File: src/rtl/powlib_ipsaxi_rd.sv
// AXI read slave bridging one burst at a time onto an in-order internal request/response channel.
// Optional burst legality check (SLVERR return) enabled by defining POWLIB_IPSAXI_RD_BURSTCHK_EN.
module powlib_ipsaxi_rd #(
    parameter     ID    = "IPSAXI_RD",
    parameter int IDW   = 1,
    parameter int B_BPD = 4,
    parameter int B_AW  = 32,
    parameter int RD_D  = 8
) (
    input  logic                 clk,
    input  logic                 rst,
    input  logic [IDW-1:0]       arid,
    input  logic [B_AW-1:0]      araddr,
    input  logic [7:0]           arlen,
    input  logic [2:0]           arsize,
    input  logic [1:0]           arburst,
    input  logic                 arvalid,
    output logic                 arready,
    output logic [IDW-1:0]       rid,
    output logic [8*B_BPD-1:0]   rdata,
    output logic [1:0]           rresp,
    output logic                 rlast,
    output logic                 rvalid,
    input  logic                 rready,
    output logic [B_AW-1:0]      reqaddr,
    output logic                 reqvld,
    input  logic                 reqrdy,
    input  logic [8*B_BPD-1:0]   rspdata,
    input  logic                 rspvld,
    output logic                 rsprdy
);

    localparam int B_DW = 8 * B_BPD;
    localparam int FA   = $clog2(RD_D);
    localparam int PW   = FA + 1;
    localparam int TW   = PW + 1;

    typedef enum logic [1:0] {
        IDLE  = 2'd0,
        ISSUE = 2'd1,
        DRAIN = 2'd2
    } state_t;

    state_t            state_r;
    logic              arready_r;
    logic              rsprdy_r;
    logic              reqvld_r;
    logic [B_AW-1:0]   reqaddr_r;
    logic [IDW-1:0]    id_r;
    logic [7:0]        len_r;
    logic [7:0]        iss_r;
    logic [7:0]        beat_r;
    logic [PW-1:0]     out_r;
    logic [PW-1:0]     wptr_r;
    logic [PW-1:0]     rptr_r;
    logic              err_r;
    logic [B_DW-1:0]   mem_r [RD_D];

    logic [PW-1:0]     cnt_s;
    logic              push_s;
    logic              acc_s;
    logic              rvalid_s;
    logic              pop_s;
    logic              fpop_s;
    logic              last_s;
    logic              fin_s;
    logic              load_s;
    logic              bad_s;
    logic [TW-1:0]     total_s;
    logic              unused_s;

`ifdef POWLIB_IPSAXI_RD_BURSTCHK_EN
    assign bad_s = (arburst != 2'b01) || (arsize != 3'($clog2(B_BPD)));
`else
    assign bad_s = 1'b0;
`endif
    assign unused_s = ^{arsize, arburst, ID};

    assign cnt_s    = wptr_r - rptr_r;
    assign push_s   = rspvld && rsprdy_r && (out_r != {PW{1'b0}});
    assign acc_s    = reqvld_r && reqrdy;
    assign rvalid_s = err_r ? (state_r == DRAIN) : (cnt_s != {PW{1'b0}});
    assign pop_s    = rvalid_s && rready;
    assign fpop_s   = pop_s && !err_r;
    assign last_s   = rvalid_s && (beat_r == len_r);
    assign fin_s    = pop_s && last_s;
    assign load_s   = (state_r == IDLE) && arready_r && arvalid;
    // Credit seen next cycle: requests in flight plus buffered beats must never exceed the FIFO depth.
    assign total_s  = TW'(out_r) + TW'(cnt_s) + TW'(acc_s) - TW'(fpop_s);

    assign arready = arready_r;
    assign rsprdy  = rsprdy_r;
    assign reqvld  = reqvld_r;
    assign reqaddr = reqaddr_r;
    assign rid     = id_r;
    assign rvalid  = rvalid_s;
    assign rlast   = last_s;
    assign rresp   = (rvalid_s && err_r) ? 2'b10 : 2'b00;
    assign rdata   = (rvalid_s && !err_r) ? mem_r[rptr_r[FA-1:0]] : {B_DW{1'b0}};

    // Response FIFO storage; contents are only observed through the reset-cleared pointers.
    always_ff @(posedge clk) begin
        if (push_s) begin
            mem_r[wptr_r[FA-1:0]] <= rspdata;
        end
    end

    // Burst control FSM, credit tracking and FIFO pointers.
    always_ff @(posedge clk or negedge rst) begin
        if (!rst) begin
            state_r   <= IDLE;
            arready_r <= 1'b0;
            rsprdy_r  <= 1'b0;
            reqvld_r  <= 1'b0;
            reqaddr_r <= {B_AW{1'b0}};
            id_r      <= {IDW{1'b0}};
            len_r     <= 8'd0;
            iss_r     <= 8'd0;
            beat_r    <= 8'd0;
            out_r     <= {PW{1'b0}};
            wptr_r    <= {PW{1'b0}};
            rptr_r    <= {PW{1'b0}};
            err_r     <= 1'b0;
        end else begin
            rsprdy_r <= 1'b1;
            out_r    <= out_r + PW'(acc_s) - PW'(push_s);
            if (push_s) begin
                wptr_r <= wptr_r + PW'(1);
            end
            if (fpop_s) begin
                rptr_r <= rptr_r + PW'(1);
            end
            if (pop_s) begin
                beat_r <= fin_s ? 8'd0 : beat_r + 8'd1;
            end
            if (acc_s) begin
                reqaddr_r <= reqaddr_r + B_AW'(B_BPD);
                iss_r     <= iss_r + 8'd1;
            end
            case (state_r)
                IDLE: begin
                    if (load_s) begin
                        arready_r <= 1'b0;
                        id_r      <= arid;
                        len_r     <= arlen;
                        reqaddr_r <= araddr;
                        iss_r     <= 8'd0;
                        beat_r    <= 8'd0;
                        if (bad_s) begin
                            err_r    <= 1'b1;
                            reqvld_r <= 1'b0;
                            state_r  <= DRAIN;
                        end else begin
                            err_r    <= 1'b0;
                            reqvld_r <= 1'b1;
                            state_r  <= ISSUE;
                        end
                    end else begin
                        arready_r <= 1'b1;
                    end
                end
                ISSUE: begin
                    if (acc_s && (iss_r == len_r)) begin
                        reqvld_r <= 1'b0;
                        state_r  <= DRAIN;
                    end else begin
                        reqvld_r <= (total_s < TW'(RD_D));
                    end
                end
                DRAIN: begin
                    if (fin_s) begin
                        arready_r <= 1'b1;
                        err_r     <= 1'b0;
                        state_r   <= IDLE;
                    end else begin
                        reqvld_r <= 1'b0;
                    end
                end
                default: begin
                    state_r  <= IDLE;
                    reqvld_r <= 1'b0;
                end
            endcase
        end
    end

endmodule

File: config.mk
export PLATFORM = sky130hd
export DESIGN_NAME = powlib_ipsaxi_rd
export DESIGN_NICKNAME = d
export VERILOG_FILES = /design/src/rtl/powlib_ipsaxi_rd.sv
export SDC_FILE = /design/constraint.sdc
export NUM_CORES = 1
export LEC_CHECK = 0
export CORE_AREA = 4 4 181 183
export DETAILED_ROUTE_END_ITERATION = 8
export DIE_AREA = 0 0 185 187
export GPL_TIMING_DRIVEN = 0
export PLACE_DENSITY = 0.66
export SYNTH_ARGS = -nofsm -noshare
export SYNTH_HDL_FRONTEND = slang
export SYNTH_SLANG_ARGS = --single-unit
File: constraint.sdc
create_clock -name clk -period 4.92 [get_ports clk]
set_input_delay 0.984 -clock clk [delete_from_list [all_inputs] [get_ports clk]]
set_output_delay 0.984 -clock clk [all_outputs]
set_load 0.02 [all_outputs]
==> run_results.csv <==
group,metric,value,unit
finish,layout.nets,1230,
pwr,power.leakage,6.21,nW
die,num_io_pins,156,
setup_path,critical_path.top_delay_family,"buffers and inverters",
setup_path,crit_chain,"buf_4 > inv_1 > fa_1 > xnor2_1 > nand3_1 > nor3_4 > clkbuf_2 > a21oi_1 > clkdlybuf4s50_1",
timing,tightestPinTransition,0.866,ns
placed_design,io_buffers,148,
flow_run,max_cap_violations,0,
finish,antenna_cells,0,
finish,final_util,55.7,%
finish,layout_commonest_cell,"edfxtp_1",
timing,timing.final.crit_share,95.7,%
global_route,grt_overflow_total,0,
synth,yosysWarnings,0,
synth,syn_inst,914,
synth,yosysSeqAreaShare,68.5,%
global_route,antenna_found_initial,3,
drt,routed_wl,31000,um
clocking,cts_buffers,35,
placed_design,routabilityCongestion,0.770,
synth,ys.flop_type,"edfxtp_1",
pwr,total_power,10.7,mW
global_route,grt_max_degree,41,
setup_path,worst-setup-path-type,"reg -> out",
drt,detail-route-antenna-nets,0,
die,die_x,185,um
timing,tns,0,ns
setup_path,critPathSlowestCell,"clkdlybuf4s50_1",
pwr,p_per_area,615,nW/um^2
setup_path,r2r_slack,0.38,ns
timing,maxSlewViolCount,0,
hold_path,min_path_type,"in -> async",
finish,fill_cells,2474,
die,core_area,31200,sq um
synth,synth_edf_count,256,
setup_path,critical_path_arrival,3.73,ns
timing,clock.fmax,212,MHz
setup_path,end_kind,"primary output",
clocking,clock_sinks,330,
timing,rsz0062_at_grt,"false",
clocking,clk-insertion-delay-late,0.53,ns
timing,final_hold_viol_count,0,
die,num_rows,65,
clocking,root_buffer,"clkbuf_16",
drt,wl_per_cell,20.0,um
global_route,grt_pass1_vias,8582,
timing,finClkSkew,0.0257,ns
global_route,grtUsageTotal,18.0,%
die,start_util,44.6,%
setup_path,start_kind,"flip-flop",
setup_path,crit_buf_inv,4,
synth,ys_seq_elements,330,
clocking,clk_pin_slew,0.06,ns
timing,slew_headroom,42.0,%
timing,setup_violations,0,
clocking,cts_buffer_depth,3,
drt,viasPerCell,5.38,
placed_design,hpwl,21000,um
die,fp.dieArea,34600,sq um
clocking,cts_tree,"done",
drt,drtIter0Drc,506,
synth,synth.cell_area,13900,sq um
synth,syn_avg_cell_area,15.2,sq um
pwr,ir_drop,0.440,mV
setup_path,crit_fanout,19,
global_route,grt_pass1_wl,48800,um
setup_path,required,3.94,ns
outcome,status,"complete, no violations",
timing,fin_crit,4.71,ns
setup_path,critPathMaxStageDelay,0.58,ns
drt,route.vias.total,8328,
die,fp.dieH,187,um
finish,area_delta_synth_final,24.9,%
drt,dr.pass1.iters,5,
finish,drive_gt1_share,15.1,%
finish,final_cell_mix,"256 x edfxtp_1, 159 x nand2_1, 147 x clkdlybuf4s50_1",
drt,remaining_drc_errors,0,
clocking,cts_htree_levels,2,
synth,synth_async_sr_flop_share,22.4,%
synth,synth_cell_types,48,
-- worst reg2reg max path, cell delays in order, from the launching register on --
cell and delay (ns):
dfrtp_1 0.44, buf_4 0.35, inv_1 0.13, fa_1 0.42, xnor2_1 0.23, nand3_1 0.22
o31ai_4 0.44, buf_2 0.31, inv_1 0.08, ha_1 0.28, inv_1 0.04, ha_1 0.26
a21oi_1 0.12, o21ai_0 0.13, or4b_2 0.63, a311oi_1 0.26, or3_1 0.13
-- stage by stage --
step	cell area, sq um	hold WS, ns	cells	worst slack [ns]
3_5_place_dp	16300	0.476	1489	-0.353
3_3_place_gp	15900	0.462	1465	-3.34
6_report	17400	0.451	1548	0.209
5_1_grt	17400	0.477	1548	0.00784
4_1_cts	17400	0.445	1548	0.0244
2_1_floorplan	13900	0.462	915	0.201
-- registers in the layout (all words and copies together) (netlist names) --
name	flops
mem_r	256
reqaddr	32
beat_r	8
iss_r	8
len_r	8
out_r	4
rptr_r	4
wptr_r	4
state_r	2
arready	1
reqvld	1
rid	1
rsprdy	1
-- routing by layer --
layer	track usage, %	wire (um)
met1	25.1	13500
met2	29.2	15000
met3	3.46	1800
met4	4.80	671
met5	0	41
-- cell families after synthesis --
logic type / after synthesis / share of synthesized area (%)
fa+ha+maj: 23 / 2.17
buf+inv: 75 / 2.25
xor+xnor: 60 / 3.77
flops: 330 / 68.5
mux: 65 / 10.4
simple gates: 263 / 8.88
compound gates: 96 / 3.92
other cells: 2 / 0.0539
-- cell usage after synthesis, drive strengths merged, types with 3 or more instances --
master    n  area [sq um]
or3       4          25.0
nor3     10          55.1
and3     12          80.1
ha       21           263
nor2     16          60.1
nor4      5          46.3
nand2   159           597
nand3    22           110
o32ai     6          52.6
and2      3          18.8
nand4    17           113
buf      15          87.6
edfxtp  256          7690
clkbuf   29           109
o21ai    37           185
inv      30           113
xor2     38           333
mux4     64          1440
a21oi    46           230
dfrtp    74          1850
and4      5          43.8
xnor2    22           193
-- where the power goes --
part	total (mW)	internal [mW]	leakage (nW)	switching, mW
registers	3.78	3.42	3.24	0.354
clock network	2.52	1.48	0.531	1.04
logic	4.40	2.02	2.44	2.39
-- cell type report --
cell class	count	area (sq um)	share of cell area (%)
flip-flops and latches	330	9540	54.9
clock inverters	10	136	0.784
clock buffers	50	962	5.53
well taps	402	503	2.89
plain buffers	42	198	1.14
inverters	31	119	0.684
multi-input cells	510	4130	23.8
repair buffers	173	1800	10.3
-- timing repair --
item                                    CTS  global route
setup buffers                             1             0
pin swaps                                 1             0
endpoints found under the hold margin     0             0
resized for setup                         8             1
endpoints found under the setup margin   35            31
hold buffers                              0             0
-- worst paths after layout --
kind / start / cells past startpoint / to
max: rptr_r[1]$_DFFE_PN0P_ / 9 / rdata[28]
min reg2reg: reqaddr[0]$_DFFE_PN0P_ / 2 / reqaddr[0]$_DFFE_PN0P_
max in group asynchronous: rst / 2 / beat_r[2]$_DFF_PN0_
min: rst / 1 / reqaddr[19]$_DFF_PN0_
min in group clk: reqaddr[0]$_DFFE_PN0P_ / 2 / reqaddr[0]$_DFFE_PN0P_
max reg2reg: rptr_r[1]$_DFFE_PN0P_ / 16 / reqvld$_DFFE_PN0P_
Power figures use the tool's default switching activity.
